===== config.mk =====
export PLATFORM = sky130hd
export DESIGN_NAME = fwd_hazard_unit
export DESIGN_NICKNAME = d
export VERILOG_FILES = /design/src/rtl/fwd_hazard_unit.sv
export SDC_FILE = /design/constraint.sdc
export NUM_CORES = 1
export LEC_CHECK = 0
export BUFFER_PORTS_ARGS = -buffer_cell sky130_fd_sc_hd__buf_2
export CAP_MARGIN = 20
export CORE_UTILIZATION = 47
export CTS_CLUSTER_DIAMETER = 30
export DETAILED_ROUTE_END_ITERATION = 7
export HOLD_SLACK_MARGIN = 0.15
export PLACE_DENSITY = 0.8
export SYNTH_ARGS = -nofsm -noshare
export SYNTH_HDL_FRONTEND = slang
export SYNTH_SLANG_ARGS = --single-unit
export TNS_END_PERCENT = 50

===== constraint.sdc =====
create_clock -name clk_i -period 3.15 [get_ports clk_i]
set_input_delay 0.315 -clock clk_i [delete_from_list [all_inputs] [get_ports clk_i]]
set_output_delay 0.315 -clock clk_i [all_outputs]
set_load 0.05 [all_outputs]

===== src/rtl/fwd_hazard_unit.sv =====
// EX-stage forwarding select and load-use stall generator.
// Tracks DEPTH in-flight producer tags and resolves NUM_SRC source ports.
//
// Ports:
//   clk_i, rst_i      clock (rising edge), async active-high reset
//   ex_valid_i        real instruction in EX
//   ex_regwrite_i     EX instruction writes a register
//   ex_rd_i           EX destination register
//   ex_lat_i          stage index at which the EX result is forwardable
//   ex_rs_i           packed source addresses, port j at [j*ADDR_W +: ADDR_W]
//   ex_flush_i        EX instruction squashed this cycle
//   fwd_sel_o         packed 3-bit select per port, 0 = regfile, k = stage k
//   stall_o           hold IF/ID/EX, bubble after EX
//   stall_cnt_o       saturating stall-cycle counter
module fwd_hazard_unit #(
    parameter int NUM_SRC = 2,
    parameter int DEPTH   = 2,
    parameter int ADDR_W  = 5,
    parameter int LAT_W   = 3,
    parameter int CNT_W   = 16
) (
    input  logic                      clk_i,
    input  logic                      rst_i,
    input  logic                      ex_valid_i,
    input  logic                      ex_regwrite_i,
    input  logic [ADDR_W-1:0]         ex_rd_i,
    input  logic [LAT_W-1:0]          ex_lat_i,
    input  logic [NUM_SRC*ADDR_W-1:0] ex_rs_i,
    input  logic                      ex_flush_i,
    output logic [NUM_SRC*3-1:0]      fwd_sel_o,
    output logic                      stall_o,
    output logic [CNT_W-1:0]          stall_cnt_o
);

    logic              r_vld [1:DEPTH];
    logic [ADDR_W-1:0] r_rd  [1:DEPTH];
    logic [LAT_W-1:0]  r_lat [1:DEPTH];
    logic [CNT_W-1:0]  r_cnt;

    logic [ADDR_W-1:0] w_rs      [NUM_SRC];
    logic              w_hit     [NUM_SRC];
    logic [2:0]        w_win_k   [NUM_SRC];
    logic [LAT_W-1:0]  w_win_lat [NUM_SRC];
    logic [NUM_SRC-1:0] w_req;
    logic [LAT_W-1:0]  w_lat_eff;
    logic              w_load;

    for (genvar g = 0; g < NUM_SRC; g++) begin : g_rs
        assign w_rs[g] = ex_rs_i[g*ADDR_W +: ADDR_W];
    end

    // A zero latency is the same as an ALU result.
    assign w_lat_eff = (ex_lat_i == '0) ? LAT_W'(1) : ex_lat_i;

    assign w_load = ex_valid_i & ex_regwrite_i & (ex_rd_i != '0)
                  & ~ex_flush_i & ~stall_o;

    always_comb begin
        fwd_sel_o = '0;
        w_req     = '0;
        for (int j = 0; j < NUM_SRC; j++) begin
            w_hit[j]     = 1'b0;
            w_win_k[j]   = '0;
            w_win_lat[j] = '0;
            // Scan oldest to youngest so the youngest match is left standing.
            for (int k = DEPTH; k >= 1; k--) begin
                if (r_vld[k] && (r_rd[k] == w_rs[j]) && (w_rs[j] != '0)) begin
                    w_hit[j]     = 1'b1;
                    w_win_k[j]   = 3'(k);
                    w_win_lat[j] = r_lat[k];
                end
            end
            if (w_hit[j]) begin
                if (int'(w_win_k[j]) >= int'(w_win_lat[j])) begin
                    fwd_sel_o[j*3 +: 3] = w_win_k[j];
                end else begin
                    w_req[j] = 1'b1;
                end
            end
        end
    end

    assign stall_o     = ex_valid_i & (|w_req);
    assign stall_cnt_o = r_cnt;

    always_ff @(posedge clk_i or posedge rst_i) begin
        if (rst_i) begin
            for (int k = 1; k <= DEPTH; k++) begin
                r_vld[k] <= 1'b0;
                r_rd[k]  <= '0;
                r_lat[k] <= '0;
            end
            r_cnt <= '0;
        end else begin
            r_vld[1] <= w_load;
            r_rd[1]  <= ex_rd_i;
            r_lat[1] <= w_lat_eff;
            for (int k = 2; k <= DEPTH; k++) begin
                r_vld[k] <= r_vld[k-1];
                r_rd[k]  <= r_rd[k-1];
                r_lat[k] <= r_lat[k-1];
            end
            if (stall_o && (r_cnt != '1)) begin
                r_cnt <= r_cnt + CNT_W'(1);
            end
        end
    end

`ifndef SYNTHESIS
    a_lat_range: assert property (
        @(posedge clk_i) disable iff (rst_i)
        (ex_valid_i && ex_regwrite_i) |-> (int'(ex_lat_i) <= DEPTH)
    );
`endif

endmodule


Word-level counts from Yosys, hierarchy flattened. Index checks and enable logic that the tools add are counted.

Logic and storage cells: 57. Output and inout bits: 23. Bits in registers: 34. Input bits: 23.

Reductions and logical operators: 14. Add/subtract/negate cells: 1. $lt $le $gt $ge: 2. Mux-type cells: 21. Equality and inequality tests: 5. Bitwise gates (word level): 7.

Operators by type and width (count): $mux W3 (11); $eq A5 B5 Y1 (4); $add A16 B1 Y16 const B (1); $ne A16 B16 Y1 const B (1); $reduce_bool A5 Y1 (3); $logic_and A1 B1 Y1 (9); $mux W1 (8); $ge A3 B3 Y1 (2); $and A1 B1 Y1 (5); $mux W2 (2); $logic_not A3 Y1 (1); $not A1 Y1 (2); $reduce_or A2 Y1 (1).

Logic depth before layout (Yosys ltp).
Depth after elaboration: 12. Depth in mapped cells: 13. Mapped depth without buffers: 12.

Least setup slack after synthesis. No wires, ideal clock.

Path type: register to output. Start point: register r_rd[8] in the netlist's numbering. End point: output port stall_o. Arrival: 3.185 ns. Required time: 2.835 ns. Path slack: -0.350 ns. Path buffers: 1. Stages on the path, launching flop included: 13. Cells stage by stage: dfrtp_1 -> xnor2_1 -> nand4_1 -> nor3_1 -> nor2_1 -> a22oi_1 -> ha_1 -> nor2_1 -> nor2_1 -> nor4_1 -> a2111oi_4 -> buf_6 -> nor2b_1.

Longest elaborated chain between the ends: 9. Elaborated cells between the ends (all ways): 20. Classes of those cells: order compare: 2; eq/ne: 2; mux: 10; bitwise: 1; reduce/logical: 5.

Ends and longest elaborated chain: start, declared (line 36) `logic [ADDR_W-1:0] r_rd [1:DEPTH];`; start signal, assigned by index (line 100) `r_rd[k] <= r_rd[k-1];`; $eq A5 B5 Y1 (line 67) `if (r_vld[k] && (r_rd[k] == w_rs[j]) && (w_rs[j] != '0)) begin`; $logic_and A1 B1 Y1 (2 in a row) (line 67); $mux W3 (line 67); $ge A3 B3 Y1 (line 74) `if (int'(w_win_k[j]) >= int'(w_win_lat[j])) begin`; $mux W1 (line 74); $mux W1 (line 73) `if (w_hit[j]) begin`; $reduce_or A2 Y1 * (line 83) `assign stall_o = ex_valid_i & (|w_req);`; $and A1 B1 Y1 * (line 83); end, declared (line 31) `output logic stall_o,`.

Every way passes the cells marked *; elsewhere a longest branch is shown, timed or not.

Worst setup path after layout.
Start point: register r_rd[1] in the netlist's numbering. End point: output port stall_o.

Longest elaborated chain between the ends: 10. Elaborated cells between the ends (all ways): 26. Classes of those cells: order compare: 2; eq/ne: 2; mux: 16; bitwise: 1; reduce/logical: 5.

Ends and longest elaborated chain (line): $eq A5 B5 Y1 (67); $logic_and A1 B1 Y1 (2 in a row) (67); $mux W2 or $mux W3 (tied branches) (67); $mux W3 (67); $ge A3 B3 Y1 (74); $mux W1 (74); $mux W1 (73); $reduce_or A2 Y1 * (83); $and A1 B1 Y1 * (83).

Marks and branches as above.

==> flow_summary.toml <==
[route]
final_antenna_net_count = 0
postRouteWirelength_mm = 4.82
num_vias = 1613
vias_per_cell = 5.41
wl_per_cell_microns = 16.2
drt_iter0_drc = 48
dr.pass1.iters = 4
drcViolationCount = 0

[grt]
grt-ovfl-total = 0
grt_max_degree = 35
grt_pass1_wl_mm = 7.07
antenna_found_initial = 0
grt_usage_pct = 23.1
grt_pass1_vias = 1596

[floorplanning]
coreArea_sq_um = 3690
io_pins = 46
fp.dieW_microns = 64.3
fp.dieH_microns = 64.3
dieArea_sq_um = 4130
fp-row-count = 22
start_util_pct = 49.5

[worst_setup_path]
r2r_end = "stall_cnt_o[13]"
crit_arrival_ps = 3170
r2r_slack_ps = -230
start_kind = "register"
required_ps = 2830
reg2regPathDepth = 16
timing.rr.start = "r_rd[1]"
crit_fanout = 2
critical_path_class = "register to output pin"
critPathCaptureType = "output pin"

[synth]
synth_area_leaders = "dfrtp_1 47%, xnor2_1 9.1%, xor2_1 7.2%"
synth-edff-count = 0
synth_commonest_cells = "34 x dfrtp_1, 19 x xnor2_1, 15 x xor2_1"
ys.flop_type = "dfrtp_1"
ys_seq_area_share_pct = 46.6
ys_types = 40
ys_seq_elements = 34
syn-cell-area_sq_um = 1820
synth_top_cell_by_area = "dfrtp_1"
synth_top_area_share_pct = 46.6
syn_inst = 163
syn_avg_cell_area_sq_um = 11.2
async_reset_ff_share_pct = 100
yosysMostFrequentCell = "dfrtp_1"
yosysWarningCount = 0

[timing]
rsz0062_at_grt = "yes"
fin_crit_ps = 3490
final_max_slew_viol_count = 0
hold_viol_final = 0
timing.final.ws_setup_ps = -337
worstMarginPinSlew_ps = 979
setup_violations = 11
fmax_mhz = 287
skew_ps = 3.08
max_slew_margin_pct = 34.1
period_share_pct = 111

[worst_hold_path]
hp-class = "input pin to register"
hold_path.startpoint = "ex_flush_i"
min_path_cells = 2
holdPathEnd = "r_vld[1]"

[power_and_ir_drop]
p_total_w = 0.000979
p_leak_nw = 1.26
ir_worst_vdd_mv = 0.310
p_per_area_nw_per_um2 = 367

[final_layout]
drive_above_1_share_pct = 46.8
nFillCells = 251
final_nets = 275
areaGrowthSynthToFinish_pct = 46.4
final_core_util_pct = 72.4
num_antenna_cells = 0

[status]
status = "finished, violations left"
violations = "setup timing"

[clock_network]
clk_pin_slew_ps = 70
cts_root_buffer = "clkbuf_8"
clock-sinks = 34
htree_levels = 2
cts_buffer_depth = 2
cts_tree = "built"
clk-insertion-delay-late_ps = 280
cts_buffers = 5

[place]
dp_hpwl_mm = 2.87
place_congestion = 0.834
port_buffers = 43

[run]
max_cap_viol_count = 0
-- per-stage QoR --
| step | hold WS [ps] | cell area [sq um] | setup slack (ps) | cells | setup TNS, ps |
|---|---|---|---|---|---|
| 3_3_place_gp | 334 | 2170 | -46.0 | 261 | -106 |
| 2_1_floorplan | 331 | 1840 | -267 | 164 | -407 |
| 6_report | 216 | 2670 | -337 | 298 | -1900 |
| 3_5_place_dp | 343 | 2170 | -163 | 261 | -1060 |
| 4_1_cts | 200 | 2470 | -87.0 | 290 | -87.0 |
| 5_1_grt | 195 | 2670 | -469 | 298 | -3800 |
-- sequential cells by signal, summed over array words and instances, names as in the netlist --
signal and cells:
stall_cnt_o 16, r_lat 6, r_rd 10, r_vld 2
-- critical path, cell delays in order, from the launching register on --
cell and delay [ps]:
dfrtp_1 400, xnor2_1 180, nand4_1 170, or4_4 570, nor2_4 150, a22oi_2 90
ha_4 320, nor2_4 50, nor2_4 140, nor4_4 50, a2111oi_4 370, buf_4 190
nor2b_2 40, buf_6 140
-- routing by layer --
layer | wire length (microns) | GRT usage, % | vias up
met1 | 1830 | 25.6 | 793
met3 | 210 | 6.96 | 20
li1 | - | - | 746
met4 | 190 | 8.89 | 0
met5 | 0 | 0 | -
met2 | 2590 | 40.9 | 54
-- report_power, final --
| part | internal [W] | switching [W] | total, W | leakage, nW |
|---|---|---|---|---|
| clock network | 0.000176 | 0.000152 | 0.000328 | 0.0482 |
| registers | 0.000456 | 0.0000200 | 0.000476 | 0.424 |
| logic | 0.0000769 | 0.0000979 | 0.000175 | 0.786 |
-- final cells by class --
cell class / instances / area (sq um) / share of cell area [%]
Clock buffer: 7 / 86.3 / 3.23
Clock inverter: 1 / 5.00 / 0.187
Inverter: 4 / 15.0 / 0.562
Multi-Input combinational cell: 119 / 1080 / 40.5
Sequential cell: 34 / 851 / 31.9
Tap cell: 48 / 60.1 / 2.25
Timing Repair Buffer: 85 / 572 / 21.4
-- cells by family after synthesis --
group                      after synthesis  synth area share (%)
adders and majority gates                3                  2.06
AOI/OAI and AO/OA                       12                  7.41
muxes                                    2                  1.65
xor gates and xnor gates                34                  16.3
buffers and inverters                   11                  3.15
and+or+nand+nor                         66                  22.6
other                                    1                 0.206
DFF                                     34                  46.6
-- how the worst max path moves through the flow --
stage / start / end / slack [ps] / cells after the start
6_report: r_rd[1] / stall_o / -340 / 13
5_1_grt: r_rd[1] / stall_o / -470 / 13
4_1_cts: r_rd[8] / stall_o / -90 / 14
3_5_place_dp: ex_rs_i[1] / stall_o / -160 / 14
3_3_place_gp: ex_rs_i[1] / stall_o / -50 / 14
2_1_floorplan: r_rd[8] / fwd_sel_o[3] / -270 / 7
-- layout by cell type (no fill, tap or decap), types with 2 or more instances in the layout --
cell type	count
a2111oi_4	2
and2_1	2
and3_1	2
and4_1	2
buf_2	42
buf_4	30
buf_6	5
clkbuf_8	6
conb_1	2
dfrtp_1	34
dlygate4sd3_1	8
ha_1	2
inv_1	4
mux2_4	2
nand2_1	10
nand3_1	5
nand4_1	7
nor2_1	2
nor2_2	2
nor2_4	4
nor3_1	4
nor3_2	4
nor3b_1	3
nor4_1	2
nor4_2	3
nor4_4	2
or4_1	2
or4_4	2
xnor2_1	16
xnor2_2	3
xor2_1	15
-- repair_timing --
action / in CTS / in global routing
setup buffers: 13 / 9
hold buffers: 8 / 0
setup endpoints to repair: 1 / 14
endpoints found under the hold margin: 41 / 0
resized for setup: 8 / 25
pin swaps: 6 / 12
No activity file was read; power rests on OpenSTA's default activity.
